File: src/rtl/fir_mac_scheduler.sv
// Time-multiplexed FIR controller. One signed sample is accepted per handshake and
// stored in a circular delay line. A single shared multiply-accumulate then walks the
// TAPS coefficients, one tap per cycle, and the sum is offered on a valid/ready output.
// Coefficients live in a runtime-writable register file that is written only while idle.
module fir_mac_scheduler #(
  parameter int unsigned TAPS = 4,
  parameter int unsigned AW   = 2,
  parameter int unsigned DW   = 16,
  parameter int unsigned OW   = 32
) (
  input  logic                 clk,
  input  logic                 reset,
  input  logic                 in_valid,
  output logic                 in_ready,
  input  logic signed [DW-1:0] x_in,
  output logic signed [OW-1:0] y_out,
  output logic                 out_valid,
  input  logic                 out_ready,
  input  logic                 cfg_we,
  input  logic [AW-1:0]        cfg_addr,
  input  logic signed [DW-1:0] cfg_data,
  input  logic                 flush,
  output logic                 busy
);

  typedef enum logic [1:0] {StIdle, StMac, StOut} state_e;

  state_e                state_q, state_d;
  logic signed [DW-1:0]  hist_q [TAPS];
  logic signed [DW-1:0]  hist_d [TAPS];
  logic signed [DW-1:0]  coef_q [TAPS];
  logic signed [DW-1:0]  coef_d [TAPS];
  logic [AW-1:0]         wr_ptr_q, wr_ptr_d;
  logic [AW-1:0]         base_q, base_d;
  logic [AW-1:0]         k_q, k_d;
  logic signed [OW-1:0]  acc_q, acc_d;
  logic signed [OW-1:0]  y_q, y_d;
  logic                  out_valid_q, out_valid_d;

  logic [AW-1:0]         tap_idx;
  logic signed [2*DW-1:0] prod;
  logic signed [OW-1:0]  mac_sum;
  logic                  last_tap;
  logic                  wr_ptr_last;
  logic                  cfg_addr_ok;

  // Sample slot for the current tap: (base - k) mod TAPS, walking back in time.
  always_comb begin
    if (base_q >= k_q) begin
      tap_idx = base_q - k_q;
    end else begin
      tap_idx = AW'(32'(base_q) + TAPS - 32'(k_q));
    end
  end

  // Shared multiplier; the product is sign-extended before the wrapping accumulate.
  always_comb begin
    prod        = coef_q[k_q] * hist_q[tap_idx];
    mac_sum     = acc_q + OW'(prod);
    last_tap    = (k_q == AW'(TAPS - 1));
    wr_ptr_last = (wr_ptr_q == AW'(TAPS - 1));
    cfg_addr_ok = (32'(cfg_addr) < TAPS);
  end

  // A config write or a flush in the same cycle holds the sample off.
  always_comb begin
    in_ready  = (state_q == StIdle) & ~cfg_we & ~flush;
    busy      = (state_q != StIdle);
    y_out     = y_q;
    out_valid = out_valid_q;
  end

  // Next-state logic: flush overrides everything, cfg write overrides accept.
  always_comb begin
    state_d     = state_q;
    hist_d      = hist_q;
    coef_d      = coef_q;
    wr_ptr_d    = wr_ptr_q;
    base_d      = base_q;
    k_d         = k_q;
    acc_d       = acc_q;
    y_d         = y_q;
    out_valid_d = out_valid_q;

    if (flush) begin
      for (int i = 0; i < int'(TAPS); i++) begin
        hist_d[i] = '0;
      end
      wr_ptr_d    = '0;
      acc_d       = '0;
      k_d         = '0;
      out_valid_d = 1'b0;
      state_d     = StIdle;
    end else begin
      unique case (state_q)
        StIdle: begin
          if (cfg_we) begin
            if (cfg_addr_ok) begin
              coef_d[cfg_addr] = cfg_data;
            end
          end else if (in_valid) begin
            hist_d[wr_ptr_q] = x_in;
            acc_d            = '0;
            k_d              = '0;
            base_d           = wr_ptr_q;
            wr_ptr_d         = wr_ptr_last ? '0 : wr_ptr_q + AW'(1);
            state_d          = StMac;
          end
        end
        StMac: begin
          acc_d = mac_sum;
          k_d   = k_q + AW'(1);
          if (last_tap) begin
            y_d         = mac_sum;
            out_valid_d = 1'b1;
            k_d         = '0;
            state_d     = StOut;
          end
        end
        StOut: begin
          if (out_ready) begin
            out_valid_d = 1'b0;
            state_d     = StIdle;
          end
        end
        default: begin
          state_d = StIdle;
        end
      endcase
    end
  end

  // State registers; asynchronous reset also clears the coefficient file.
  always_ff @(posedge clk or negedge reset) begin
    if (!reset) begin
      state_q     <= StIdle;
      for (int i = 0; i < int'(TAPS); i++) begin
        hist_q[i] <= '0;
        coef_q[i] <= '0;
      end
      wr_ptr_q    <= '0;
      base_q      <= '0;
      k_q         <= '0;
      acc_q       <= '0;
      y_q         <= '0;
      out_valid_q <= 1'b0;
    end else begin
      state_q     <= state_d;
      hist_q      <= hist_d;
      coef_q      <= coef_d;
      wr_ptr_q    <= wr_ptr_d;
      base_q      <= base_d;
      k_q         <= k_d;
      acc_q       <= acc_d;
      y_q         <= y_d;
      out_valid_q <= out_valid_d;
    end
  end

endmodule
File: config.mk
export PLATFORM = sky130hd
export DESIGN_NAME = fir_mac_scheduler
export DESIGN_NICKNAME = d
export VERILOG_FILES = /design/src/rtl/fir_mac_scheduler.sv
export SDC_FILE = /design/constraint.sdc
export NUM_CORES = 1
export LEC_CHECK = 0
export BUFFER_PORTS_ARGS = -buffer_cell sky130_fd_sc_hd__buf_2
export CORE_MARGIN = 2
export CORE_UTILIZATION = 40
export CTS_CLUSTER_DIAMETER = 60
export DETAILED_ROUTE_END_ITERATION = 10
export MAX_ROUTING_LAYER = met4
export PLACE_DENSITY_LB_ADDON = 0.05
export RECOVER_POWER = 50
export SETUP_SLACK_MARGIN = 0.2
export SYNTH_ARGS = -nofsm -noshare
export SYNTH_HDL_FRONTEND = slang
export SYNTH_SLANG_ARGS = --single-unit
File: constraint.sdc
create_clock -name clk -period 8.44 [get_ports clk]
set_input_delay 0.844 -clock clk [delete_from_list [all_inputs] [get_ports clk]]
set_output_delay 0.844 -clock clk [all_outputs]
set_load 0.05 [all_outputs]
==> impl_summary.md <==
STA
Summed over all failing endpoints, the final setup total negative slack is 0 ns. The worst-margin pin slew is 4.427 ns. The worst path meets setup with 0.5737 ns of slack. The final-report hold violation count is 0. Measured against its own limit, the worst slew margin works out to -195.1%. The number of max-slew violations in the final report was 206. The number of failing setup endpoints in the final timing report is 0.

On the final layout, the worst clock skew is 0.008496 ns. The highest achievable clock rate is 127.1 MHz. The clock period could shrink to 7.866 ns. Setup repair after global routing left no endpoint under its margin. In the finished design, the share of the clock period the worst path needs comes to 93.20%.

Logic synthesis
The proportion of synthesized chip area in sequential cells is 26.44%. Counting every net in the synthesized netlist gives 2183. The number of synthesis warnings is 0. The fraction of registers with async set or reset after synthesis is 100.0%.

The synthesized netlist contains 58 unique library cells. Synthesis inferred 201 register bits. Summing every instance area after synthesis gives 19020 um2. The number of enable-type register cells in the synthesized netlist is 0. For this run, the leading register cell type out of synthesis is dfrtp_1. Averaged over all synthesized cells, the footprint is 10.89 um2.

Synthesis handed over a netlist of 1747 instances.

Clocking
The number of clock buffers inserted by TritonCTS is 25. The CTS sink count is 201. In this run the number of H-tree levels came out at 1. The CTS tree is yes. After clock tree synthesis, the clock-pin slew on the worst setup and hold paths is 0.06 ns. Clock latency on the worst-skew pair, taken at its later pin, is 0.57 ns.

The buffer cell driving the clock tree root is clkbuf_16. In this run, post-CTS hold repair placed 0 buffers. The buffer depth of the longest clock path is 3.

Finish
After the last flow step, the layout net total stands at 2253. Once layout is complete, the cells apart from fillers number 2443. The synthesis-to-finish area growth is 11.06%. In the final layout, the share of cells above drive strength 1 is 16.57%.

Worst setup path
For this design, the slowest cell found on the critical path is fa_1. The startpoint of the worst-slack reg-to-reg timing path is base_q[0]$_DFFE_PN0P_. The category of the worst setup path capture point is a flop. The startpoint kind of the worst setup timing path is a flop. The maximum cell stage delay along the critical path is 0.51 ns.

The worst reg2reg path depth is 29. The slack of the worst reg-to-reg path is 0.57 ns. The reg-to-reg endpoint is y_out[29]$_DFFE_PN0P_. The required time of the worst setup path is 8.89 ns.

Along the worst path, the maximum fanout reaches 13. The dominant cell type by count on the critical path is fa_1. STA puts the critical path data arrival time at 8.32 ns. The critical path in this run is classified as flop to flop.

Place
OpenSTA, run right after detailed placement, puts the worst setup slack at -0.03609 ns. The total half-perimeter wirelength after legalization and detailed placement is 37580 um. The number of instances in the placed design is 2393. During placement, the flow inserted port buffers numbering 74. The congestion estimate from routability-driven global placement came to 0.8271.

Routing
For this run, design rule violations remaining after detail routing come to 0. The routed metal-1 wirelength is 22380 um. After detailed routing, the average wire length per cell comes to 20.11 um. Wire segments on met2 add up to 23870 um in the final route. Using the TritonRoute via totals, the vias-per-cell ratio works out to 5.098.

In the detailed route, the total length drawn on met3 is 1856 um. The top routing layer in use is met4. The violation count after the first detailed-route iteration is 608. Summing over every cut layer, the via total after detailed routing is 12.46k.

The total iterations of the first detailed-routing run is 5. The final layout contains routed wiring with a total length of 49120 um. In this run the remaining antenna-violating nets after routing total 0.

Power and ir drop
Total power for the finished layout comes to 9115 uW. The worst ir drop on vdd is 328.8 uV. In this run the static leakage power is 0.01078 uW. In this run the power density over the cells is 431.4 nW/um2.

Status
The run finished, with violations left. The final reports fail on capacitance limit, slew limit.

Global routing
Entering global routing, the biggest net connects 80 pins. Global routing used 21.78% of the available tracks across all layers. The first global-routing pass estimated 80390 um of wire. The number of antenna violations at the first check in global routing is 0. The number of global-route vias before repair came to 13.99k. The residual overflow from global routing is 0.

Floorplanning
The die extent in x is 222.1 um. The starting density of the core is 40.69%. The number of top-level pins is 75. The core box area is 46750 um2.

The height of the die is 222.1 um. The die covers 49320 um2. The floorplan has 79 rows.

Hold path
The endpoint of the worst hold-timing path is y_out[11]$_DFFE_PN0P_. The depth of the worst hold-timing path is 1. The worst hold path begins at y_out[11]$_DFFE_PN0P_.

The tightest min-delay check is of the flop to flop type.

Flow run
The tool flagged a number of max-cap violations equal to 3.
## registers in the layout (all words and copies together) (netlist names)
register / count
acc_q: 32
base_q: 2
coef_q: 64
hist_q: 64
k_q: 2
out_valid: 1
state_q: 2
wr_ptr_q: 2
y_out: 32
## worst max-delay path: cells and delay by family, from the launching register on
kind | cells | cell delay [ns]
xor+xnor | 3 | 0.57
fa+ha+maj | 8 | 3.49
simple gates | 3 | 0.51
mux | 2 | 0.62
buf+inv | 8 | 0.81
compound gates | 5 | 1.38
flops | 1 | 0.35
## repair_timing
action | in CTS | in global routing
setup buffers | 3 | 1
gates resized for setup | 2 | 7
pin swaps | 1 | 2
endpoints found under the setup margin | 9 | 17
## cell usage after synthesis (2+ instances only)
cell      count  share of area [%]
a211oi_1      4               0.16
a21o_1        8               0.32
a21oi_1      24               0.63
a22o_1       94                4.3
a31oi_1       4               0.13
a41o_1        2               0.11
and2_1       40                1.3
and3_1        3              0.099
buf_1         2              0.039
buf_2        13               0.34
clkbuf_1     50               0.99
dfrtp_1     201                 26
fa_1        292                 31
ha_1        104                6.8
inv_1       327                6.5
mux2_2      115                6.8
mux2i_1      21                1.1
mux4_2       13                1.5
nand2_1     152                3.0
nand2b_1     10               0.33
nand3_1       8               0.21
nand4_1       2              0.066
nor2_1      103                2.0
nor2b_1      19               0.62
nor3_1        5               0.13
nor3_2        2               0.11
o21a_1       17               0.67
o21ai_0      21               0.55
o21ai_1      15               0.39
o21ai_2       2              0.092
o21bai_1      6               0.24
o31ai_1       2              0.079
or2_2         2              0.066
xnor2_1      31                1.4
xor2_1       10               0.46
## kinds of logic after synthesis
| family | count (synthesis) | share of synthesized area (%) |
|---|---|---|
| mux | 149 | 9.451 |
| simple gates | 355 | 8.314 |
| fa+ha+maj | 396 | 37.57 |
| flops | 201 | 26.44 |
| compound gates | 211 | 8.373 |
| buf+inv | 393 | 7.880 |
| xor+xnor | 42 | 1.973 |
## report_power, final
part / internal, uW / total (uW) / switching (uW)
Combinational: 2750 / 6750 / 4000
Clock: 730 / 1190 / 463
Sequential: 1100 / 1170 / 71.7
Total: 4580 / 9110 / 4530
## worst max-delay path by stage
stage	startpoint	endpoint	slack, ns	cells past startpoint
final	base_q[0]$_DFFE_PN0P_	y_out[29]$_DFFE_PN0P_	0.57	29
after global routing	base_q[0]$_DFFE_PN0P_	acc_q[24]$_DFFE_PN0P_	0.22	29
after CTS	base_q[0]$_DFFE_PN0P_	y_out[30]$_DFFE_PN0P_	0.27	31
after detailed placement	base_q[0]$_DFFE_PN0P_	y_out[30]$_DFFE_PN0P_	-0.04	32
after global placement	base_q[0]$_DFFE_PN0P_	y_out[30]$_DFFE_PN0P_	0.01	28
after floorplan	k_q[0]$_DFFE_PN0P_	y_out[30]$_DFFE_PN0P_	0.81	29
## layer usage
layer	vias to the layer above	track usage (%)
li1	5696	-
met4	0	4.359
met5	-	-
met2	202	36.55
met3	53	3.141
met1	6504	28.26
## cells in the final DEF, fill, tap and decap left out, types with 3 or more instances in the layout
cell type / netlist / routed
inv_1: 327 / 327
fa_1: 292 / 291
dfrtp_1: 201 / 201
nand2_1: 152 / 152
mux2_2: 115 / 115
ha_1: 104 / 103
nor2_1: 103 / 102
a22o_1: 94 / 94
buf_2: 13 / 73
and2_1: 40 / 40
xnor2_1: 31 / 31
buf_4: 0 / 30
clkbuf_16: 0 / 25
mux2i_1: 21 / 21
a21oi_1: 24 / 20
o21ai_0: 21 / 19
nor2b_1: 19 / 19
o21ai_1: 15 / 17
o21a_1: 17 / 17
mux4_2: 13 / 13
nand2b_1: 10 / 10
xor2_1: 10 / 9
nand3_1: 8 / 8
a21o_1: 8 / 8
clkbuf_8: 0 / 7
o21bai_1: 6 / 6
clkbuf_1: 50 / 5
nor3_1: 5 / 4
a21oi_2: 0 / 4
a31oi_1: 4 / 4
bufinv_16: 0 / 4
nor3_2: 2 / 3
and3_1: 3 / 3
a211oi_2: 1 / 3
## stage by stage
step | instance area, um2 | hold WS [ns] | util [%]
after detailed placement | 20150 | 0.4853 | 43.10
after global routing | 21130 | 0.5087 | 45.18
after CTS | 21110 | 0.3110 | 45.16
after global placement | 20150 | 0.4724 | 43.10
after floorplan | 19020 | 0.4673 | -
final | 21130 | 0.4969 | 45.19
## cell type report
cell class | count | area, um2
diodes | 1 | 2.502
clock buffers | 34 | 729.5
clock inverters | 11 | 183.9
fillers | 4448 | 25630
inverters | 327 | 1227
multi-input cells | 1153 | 12560
flip-flops and latches | 201 | 5030
well taps | 607 | 759.5
repair buffers | 109 | 638.1
Note: power is estimated with default switching activity, not from simulation.
